### config.mk
export PLATFORM = sky130hd
export DESIGN_NAME = parking_gate_ctrl
export DESIGN_NICKNAME = d
export VERILOG_FILES = /design/src/rtl/parking_gate_ctrl.sv
export SDC_FILE = /design/constraint.sdc
export NUM_CORES = 1
export LEC_CHECK = 0
export BUFFER_PORTS_ARGS = -buffer_cell sky130_fd_sc_hd__buf_4
export CORE_UTILIZATION = 35
export DETAILED_ROUTE_END_ITERATION = 10
export PLACE_DENSITY = 0.57
export SLEW_MARGIN = 20
export SYNTH_ARGS = -nofsm -noshare
export SYNTH_HDL_FRONTEND = slang
export SYNTH_SLANG_ARGS = --single-unit
### constraint.sdc
create_clock -name CLK -period 1.7 [get_ports CLK]
set_input_delay 0.34 -clock CLK [delete_from_list [all_inputs] [get_ports CLK]]
set_output_delay 0.34 -clock CLK [all_outputs]
set_load 0.05 [all_outputs]
### src/rtl/parking_gate_ctrl.sv
// Purpose : parking gate controller; turns entry/exit/pass sensor edges into gate
//           opening, a saturating occupancy count and one-cycle trigger pulses.
// Latency : sensor sampled high at edge n -> pulse/gate_open/busy after edge n+1.
// Backpressure: none. Requests arriving while a gate is open are held in one-deep
//           pending flags; repeats of the same request merge into that flag.
//
// Ports:
//   CLK, RST             clock and synchronous active-high reset
//   entry_sensor         car waiting at the entry gate (level)
//   exit_sensor          car waiting at the exit gate (level)
//   pass_sensor          car has driven through the open gate (level)
//   door_open_to_entry   one-cycle pulse when the entry gate opens
//   door_open_to_exit    one-cycle pulse when the exit gate opens
//   full_garage          one-cycle pulse when an entry is refused
//   gate_open            high while either gate is open
//   occupancy            cars inside, 0..CAPACITY
//   busy                 controller is not idle
module parking_gate_ctrl #(
    parameter int CAPACITY  = 8,
    parameter int CNT_W     = 4,
    parameter int DOOR_TIME = 50000
) (
    input  logic             CLK,
    input  logic             RST,
    input  logic             entry_sensor,
    input  logic             exit_sensor,
    input  logic             pass_sensor,
    output logic             door_open_to_entry,
    output logic             door_open_to_exit,
    output logic             full_garage,
    output logic             gate_open,
    output logic [CNT_W-1:0] occupancy,
    output logic             busy
);

    localparam int               TMR_W = (DOOR_TIME > 2) ? $clog2(DOOR_TIME) : 1;
    localparam logic [CNT_W-1:0] CAP_C = CNT_W'(CAPACITY);
    localparam logic [CNT_W-1:0] ONE_C = CNT_W'(1);
    localparam logic [TMR_W-1:0] TMO_C = TMR_W'(DOOR_TIME - 1);

    typedef enum logic [1:0] {
        S_IDLE  = 2'd0,
        S_ENTRY = 2'd1,
        S_EXIT  = 2'd2
    } state_t;

    // Sensor sample stage and previous-value stage. Both reset to 1 so a
    // sensor that is already high when reset releases is not seen as a new
    // arrival; it has to drop and rise again.
    logic ent_smp_q, ext_smp_q, pas_smp_q;
    logic ent_prev_q, ext_prev_q, pas_prev_q;

    state_t           state_q;
    logic [TMR_W-1:0] timer_q;
    logic [CNT_W-1:0] occ_q;
    logic             ent_pend_q, ext_pend_q;
    logic             open_ent_q, open_ext_q, full_q;
    logic             gate_q, busy_q;

    logic ent_ev, ext_ev, pas_ev;
    logic ent_req, ext_req;
    logic ext_go;

    always_ff @(posedge CLK) begin
        if (RST) begin
            ent_smp_q  <= 1'b1;
            ext_smp_q  <= 1'b1;
            pas_smp_q  <= 1'b1;
            ent_prev_q <= 1'b1;
            ext_prev_q <= 1'b1;
            pas_prev_q <= 1'b1;
        end else begin
            ent_smp_q  <= entry_sensor;
            ext_smp_q  <= exit_sensor;
            pas_smp_q  <= pass_sensor;
            ent_prev_q <= ent_smp_q;
            ext_prev_q <= ext_smp_q;
            pas_prev_q <= pas_smp_q;
        end
    end

    assign ent_ev = ent_smp_q & ~ent_prev_q;
    assign ext_ev = ext_smp_q & ~ext_prev_q;
    assign pas_ev = pas_smp_q & ~pas_prev_q;

    // A request is either a remembered one or one arriving this very cycle,
    // so an idle controller reacts without an extra cycle through the flag.
    assign ent_req = ent_pend_q | ent_ev;
    assign ext_req = ext_pend_q | ext_ev;

    // Exit has priority; an exit with nobody inside is simply discarded.
    assign ext_go = ext_req && (occ_q != '0);

    always_ff @(posedge CLK) begin
        if (RST) begin
            state_q    <= S_IDLE;
            timer_q    <= '0;
            occ_q      <= '0;
            ent_pend_q <= 1'b0;
            ext_pend_q <= 1'b0;
            open_ent_q <= 1'b0;
            open_ext_q <= 1'b0;
            full_q     <= 1'b0;
            gate_q     <= 1'b0;
            busy_q     <= 1'b0;
        end else begin
            open_ent_q <= 1'b0;
            open_ext_q <= 1'b0;
            full_q     <= 1'b0;
            // Capture new requests; cleared below when served or dropped.
            ent_pend_q <= ent_req;
            ext_pend_q <= ext_req;

            case (state_q)
                S_IDLE: begin
                    if (ext_req) begin
                        ext_pend_q <= 1'b0;
                    end
                    if (ext_go) begin
                        open_ext_q <= 1'b1;
                        gate_q     <= 1'b1;
                        busy_q     <= 1'b1;
                        timer_q    <= '0;
                        state_q    <= S_EXIT;
                    end else if (ent_req) begin
                        ent_pend_q <= 1'b0;
                        if (occ_q < CAP_C) begin
                            open_ent_q <= 1'b1;
                            gate_q     <= 1'b1;
                            busy_q     <= 1'b1;
                            timer_q    <= '0;
                            state_q    <= S_ENTRY;
                        end else begin
                            full_q <= 1'b1;
                        end
                    end
                end

                S_ENTRY: begin
                    // A pass seen on the timeout cycle still counts.
                    if (pas_ev) begin
                        if (occ_q != CAP_C) begin
                            occ_q <= occ_q + ONE_C;
                        end
                        gate_q  <= 1'b0;
                        busy_q  <= 1'b0;
                        timer_q <= '0;
                        state_q <= S_IDLE;
                    end else if (timer_q == TMO_C) begin
                        gate_q  <= 1'b0;
                        busy_q  <= 1'b0;
                        timer_q <= '0;
                        state_q <= S_IDLE;
                    end else begin
                        timer_q <= timer_q + 1'b1;
                    end
                end

                S_EXIT: begin
                    if (pas_ev) begin
                        if (occ_q != '0) begin
                            occ_q <= occ_q - ONE_C;
                        end
                        gate_q  <= 1'b0;
                        busy_q  <= 1'b0;
                        timer_q <= '0;
                        state_q <= S_IDLE;
                    end else if (timer_q == TMO_C) begin
                        gate_q  <= 1'b0;
                        busy_q  <= 1'b0;
                        timer_q <= '0;
                        state_q <= S_IDLE;
                    end else begin
                        timer_q <= timer_q + 1'b1;
                    end
                end

                default: begin
                    gate_q  <= 1'b0;
                    busy_q  <= 1'b0;
                    timer_q <= '0;
                    state_q <= S_IDLE;
                end
            endcase
        end
    end

    assign door_open_to_entry = open_ent_q;
    assign door_open_to_exit  = open_ext_q;
    assign full_garage        = full_q;
    assign gate_open          = gate_q;
    assign busy               = busy_q;
    assign occupancy          = occ_q;

endmodule

Word level (Yosys, flattened, before mapping)
Index checks and enable logic that the tools add are counted.
{"block": "op_classes", "addsub": 3, "magnitude_cmp": 1, "n_eq_ne": 11, "muxes": 28, "bitwise": 10, "reduce_logical": 11}
{"cell": "two-way mux 16 bit", "count": 5}
{"cell": "case mux 16 bit (2 select lines)", "count": 1}
{"cell": "adder 16 x 1 -> 16 bit, second input constant", "count": 1}
{"cell": "equality test 16 bit, second input constant", "count": 1}
{"cell": "two-way mux 4 bit", "count": 4}
{"cell": "two-way mux 1 bit", "count": 10}
{"cell": "two-way mux 2 bit", "count": 5}
{"cell": "inequality test 2 bit, second input constant", "count": 4}
{"cell": "case mux 4 bit (2 select lines)", "count": 1}
{"cell": "inequality test 3 bit, second input constant", "count": 2}
{"cell": "OR reduction 2 bit", "count": 3}
{"cell": "NOT 1 bit", "count": 5}
{"cell": "AND reduction 5 bit", "count": 1}
{"cell": "adder 4 x 1 -> 4 bit, second input constant", "count": 1}
{"cell": "< comparator 4 bit, second input constant", "count": 1}
{"cell": "inequality test 4 bit, second input constant", "count": 1}
{"cell": "case mux 2 bit (2 select lines)", "count": 1}
{"cell": "nonzero test 4 bit", "count": 1}
{"cell": "OR reduction 4 bit", "count": 1}
{"cell": "subtractor 4 x 1 -> 4 bit, second input constant", "count": 1}
{"cell": "bitwise AND 1 bit", "count": 3}
{"cell": "inequality test 3 x 1 -> 1 bit, second input constant", "count": 1}
{"cell": "AND reduction 3 bit", "count": 1}
{"cell": "equality test 2 x 1 -> 1 bit, second input constant", "count": 1}
{"cell": "7 further kinds", "count": 8}
{"block": "totals", "ff_bits": 34, "output_inout_bits": 9}

Longest topological paths before layout
{"block": "depth", "word_depth": 6, "mapped_depth": 8, "ltp_nobuf": 8}

Least setup slack after synthesis
OpenSTA, ideal clock, no wires.
{"block": "synth_timing", "path_type": "register to register", "start": "register occ_q[1] (netlist: occupancy[1])", "end": "register occ_q[3] (netlist: occupancy[3])", "setup_ps": 71, "t_arrival_ps": 1837, "slack_ps": -208, "path_stages_with_launch": 7, "path_buffers": 0, "path_cell_list": "dfxtp_1 ha_1 a21o_2 a21oi_1 xnor2_1 or3_1 a21oi_1"}
{"block": "synth_via", "elab_chain_cells": 4, "elab_cells_between_ends": 12}
{"item": "start: declaration", "line_no": "55", "source": "logic [CNT_W-1:0] occ_q;"}
{"item": "start signal: assignment", "line_no": "143", "source": "occ_q <= occ_q + ONE_C;"}
{"item": "start signal: assignment", "line_no": "162", "source": "occ_q <= occ_q - ONE_C;"}
{"item": "subtractor 4 x 1 -> 4 bit / adder 4 x 1 -> 4 bit (equally long branches)", "line_no": "162, 143"}
{"item": "two-way mux 4 bit, on equally long branches", "line_no": "161, 142"}
{"item": "two-way mux 4 bit, on equally long branches", "line_no": "160, 141"}
{"item": "case mux 4 bit (2 select lines)", "line_no": "114", "source": "case (state_q)"}
Several ways; a longest one is shown, not always the timed one. The select of a mux whose other input is x is not followed.
A chain may end at the register's enable or synchronous reset.

Final worst setup path
{"block": "layout_timing", "start": "register occ_q[0] (netlist: occupancy[0])", "end": "register timer_q[10]"}
{"block": "layout_via", "elab_chain_cells": 4, "elab_cells_between_ends": 8}
{"item": "parallel branches: the longest is 4 deep, another holds < comparator 4 bit"}
{"item": "end signal: assignment", "line_no": "155", "source": "timer_q <= timer_q + 1'b1;"}
{"item": "end signal: assignment", "line_no": "174", "source": "timer_q <= timer_q + 1'b1;"}
{"item": "end: declaration", "line_no": "54", "source": "logic [TMR_W-1:0] timer_q;"}
Several ways; the timed one is not identified.

==> results.cfg <==
[timing]
rsz0062_at_grt = yes
hold_violations = 0
layout_setup_ws_ns = 0.000989
skew_ns = 0.00852
maxSlewViolCount = 0
hold_ws_ns = 0.223
fin_crit_sh = 0.999
worst_pin_slew_ns = 0.438
fmax_ghz = 0.589
fin_crit_ns = 1.70
setup_viol = 0
worst_slew_margin_rel = 0.707

[final_layout]
multi_input_comb_area_um2 = 1140
final_nets = 254
drive_gt1_frac = 0.403
nFillCells = 462
layout.cells.non_filler = 310
antenna_cells = 0
seq_area_um2 = 693
stdcell_area_um2 = 2460
synthToLayoutAreaGrowth_pct = 38.9

[setup_path]
r2r_end = timer_q[10]$_SDFFE_PP0P_
cpMaxStageDelayCell = or3_4
worstPathArrival_ns = 1.88
path_cells = or3_4 -> o22a_4 -> o31a_1 -> a31oi_1 -> a31oi_1
worstPathMaxFanout = 4
r2r_slack_ns = 0.001
required_ns = 1.88
r2r_start = occupancy[0]$_SDFFE_PP0P_
cp-end-kind = register
ff2ff_path_depth = 5
start_kind = register
critical_path_class = register to register
cp_slowest_stage_delay_ns = 0.42
worst_path_most_repeated_cell = a31oi_1

[floorplan]
die_h_um = 73.2
core-area_um2 = 4790
num_io_pins = 14
dieArea_um2 = 5350
rows = 25
start_util = 0.370
die-width_um = 73.2

[logic_synthesis]
yosysTopAreaCell = dfxtp_1
ys.warnings.count = 0
syn-num-nets = 204
synthesis.instances = 192
synth_area_leaders = dfxtp_1 (38%), ha_1 (4.2%), nor2_1 (4.0%), a31oi_1 (3.9%), xnor2_1 (3.5%)
synth_area_per_cell_um2 = 9.23
yosysSeqAreaShare = 0.384
synth-seq-cells = 34
async_flop_share = 0
syn-cell-area_um2 = 1770
ys.flop_type = dfxtp_1
synth_top_area_share = 0.384
synth-edff-count = 0
yosysUniqueCellTypes = 51

[cts]
clock_sinks = 34
clk-insertion-delay-late_ns = 0.29
clk_pin_slew_ns = 0.08
cts_tree = done
cts_max_level = 2
cts_root_buf = clkbuf_8
numCtsBuffers = 5
cts_hold_buf = 0
clock_path_buffers = 2

[min_path]
holdPathStages = 2
worstHoldStart = entry_sensor
hold_class = input port to register
min_to = ent_smp_q$_SDFF_PP1_

[place]
port_buffers = 13
dpl_worst_slack_ns = -0.451
placed_cell_area_um2 = 2210
gp_congestion = 0.839
dp_hpwl_um = 2880
dp.cells = 301

[route]
routedWlPerCell_um = 13.1
wl_um = 4050
via_count = 1597
drt_iter0_markers = 104
dr.pass1.iters = 4
viasPerCell = 5.15
drc = 0
ant_nets = 0

[pwr]
leakagePower_nw = 0.931
max-vdd-ir-drop_uv = 475
power_density_nw_per_um2 = 844

[global_routing]
grt_pass1_wl_um = 6610
grt_pass1_vias = 1415
grt_max_degree = 22
grt_usage = 0.167
antenna_found_initial = 0
overflow = 0

[status]
outcome = finished, final reports clean

[job]
cap_violations = 0
## cell usage after synthesis (5+ instances only)
master	n
dfxtp_1	34
nor2_1	19
nand2_1	14
a31oi_1	11
nand4_1	7
or2_2	7
xnor2_1	7
ha_1	6
inv_1	6
a21oi_1	5
and3_1	5
o21ai_0	5
## layout by cell type (no fill, tap or decap), types with 2 or more instances in the layout
| master | n |
|---|---|
| a32oi_1 | 2 |
| or2_2 | 7 |
| o31ai_1 | 2 |
| xnor2_1 | 7 |
| nor2b_1 | 2 |
| and4_1 | 2 |
| a21oi_1 | 3 |
| and2_1 | 2 |
| a31oi_1 | 11 |
| dfxtp_2 | 10 |
| inv_1 | 5 |
| o21ai_0 | 5 |
| buf_12 | 2 |
| o211ai_1 | 4 |
| clkbuf_8 | 5 |
| nor2_1 | 19 |
| nand3_1 | 4 |
| a21oi_2 | 2 |
| nor4_1 | 2 |
| and3_1 | 4 |
| buf_4 | 49 |
| nand4_1 | 7 |
| a311oi_1 | 3 |
| and2b_1 | 2 |
| nor3_1 | 3 |
| nand2_1 | 14 |
| dfxtp_1 | 24 |
| mux2i_1 | 4 |
| clkinvlp_4 | 2 |
| ha_4 | 4 |
## critical path, delay by kind of cell, from the launching register on
kind	cells	cell delay (ns)
AO/OA/AOI/OAI	4	0.83
flip-flops	1	0.33
AND/OR/NAND/NOR	1	0.42
## area by class of cell
cell class,count,area share
well taps,67,0.0340
repair buffers,51,0.166
clock inverters,3,0.0183
multi-input cells,144,0.463
clock buffers,5,0.0279
flip-flops and latches,34,0.282
inverters,6,0.00915
## report_power, final
group          leakage [nW]  switching, W  internal (W)
registers             0.281     0.0000190      0.000823
clock network        0.0504      0.000326      0.000436
logic                 0.599      0.000274      0.000202
## layer usage
metal	global-route usage	routed length, µm	share of wire
met1	0.210	1900	0.47
met2	0.262	1940	0.48
met3	0.0387	123	0.030
met4	0.0915	87	0.021
met5	0	0	0
## through the flow
stage                     power (W)   util  TNS [ns]
after floorplan             0.00115      -   -0.0347
after global placement      0.00130  0.463     -4.28
after detailed placement    0.00130  0.463     -5.36
after CTS                   0.00209  0.500         0
after global routing        0.00217  0.515    -0.249
final                       0.00208  0.515         0
## kinds of logic after synthesis
kind of cell	synth area share
buffers and inverters	0.0395
adders and majority gates	0.0536
muxes	0.0226
xor gates and xnor gates	0.0346
and+or+nand+nor	0.260
DFF	0.384
AOI/OAI and AO/OA	0.205
## registers in the layout, summed over array words and instances (netlist names)
register and cells:
pas_prev_q 1, ent_smp_q 1, ext_prev_q 1, ext_pend_q 1, door_open_to_entry 1, occupancy 4, ext_smp_q 1, ent_prev_q 1
door_open_to_exit 1, pas_smp_q 1, full_garage 1, state_q 2, ent_pend_q 1, timer_q 16, busy 1
## how the worst max path moves through the flow
stage                                         start                        end  slack [ns]
after floorplan             state_q[0]$_SDFFE_PP0P_  occupancy[3]$_SDFFE_PP0P_       -0.03
after global placement      timer_q[0]$_SDFFE_PP0P_    timer_q[6]$_SDFFE_PP0P_       -0.33
after detailed placement    timer_q[0]$_SDFFE_PP0P_    timer_q[5]$_SDFFE_PP0P_       -0.45
after CTS                 occupancy[1]$_SDFFE_PP0P_   timer_q[10]$_SDFFE_PP0P_        0.01
after global routing      occupancy[0]$_SDFFE_PP0P_   timer_q[10]$_SDFFE_PP0P_       -0.08
final                     occupancy[0]$_SDFFE_PP0P_   timer_q[10]$_SDFFE_PP0P_       0.001
## repair_timing
item / CTS / global route
setup endpoints to repair: 17 / 16
pin swaps: 6 / 11
resized for setup: 9 / 13
buffers inserted: 1 / 2
(Power assumes the default switching activity.)
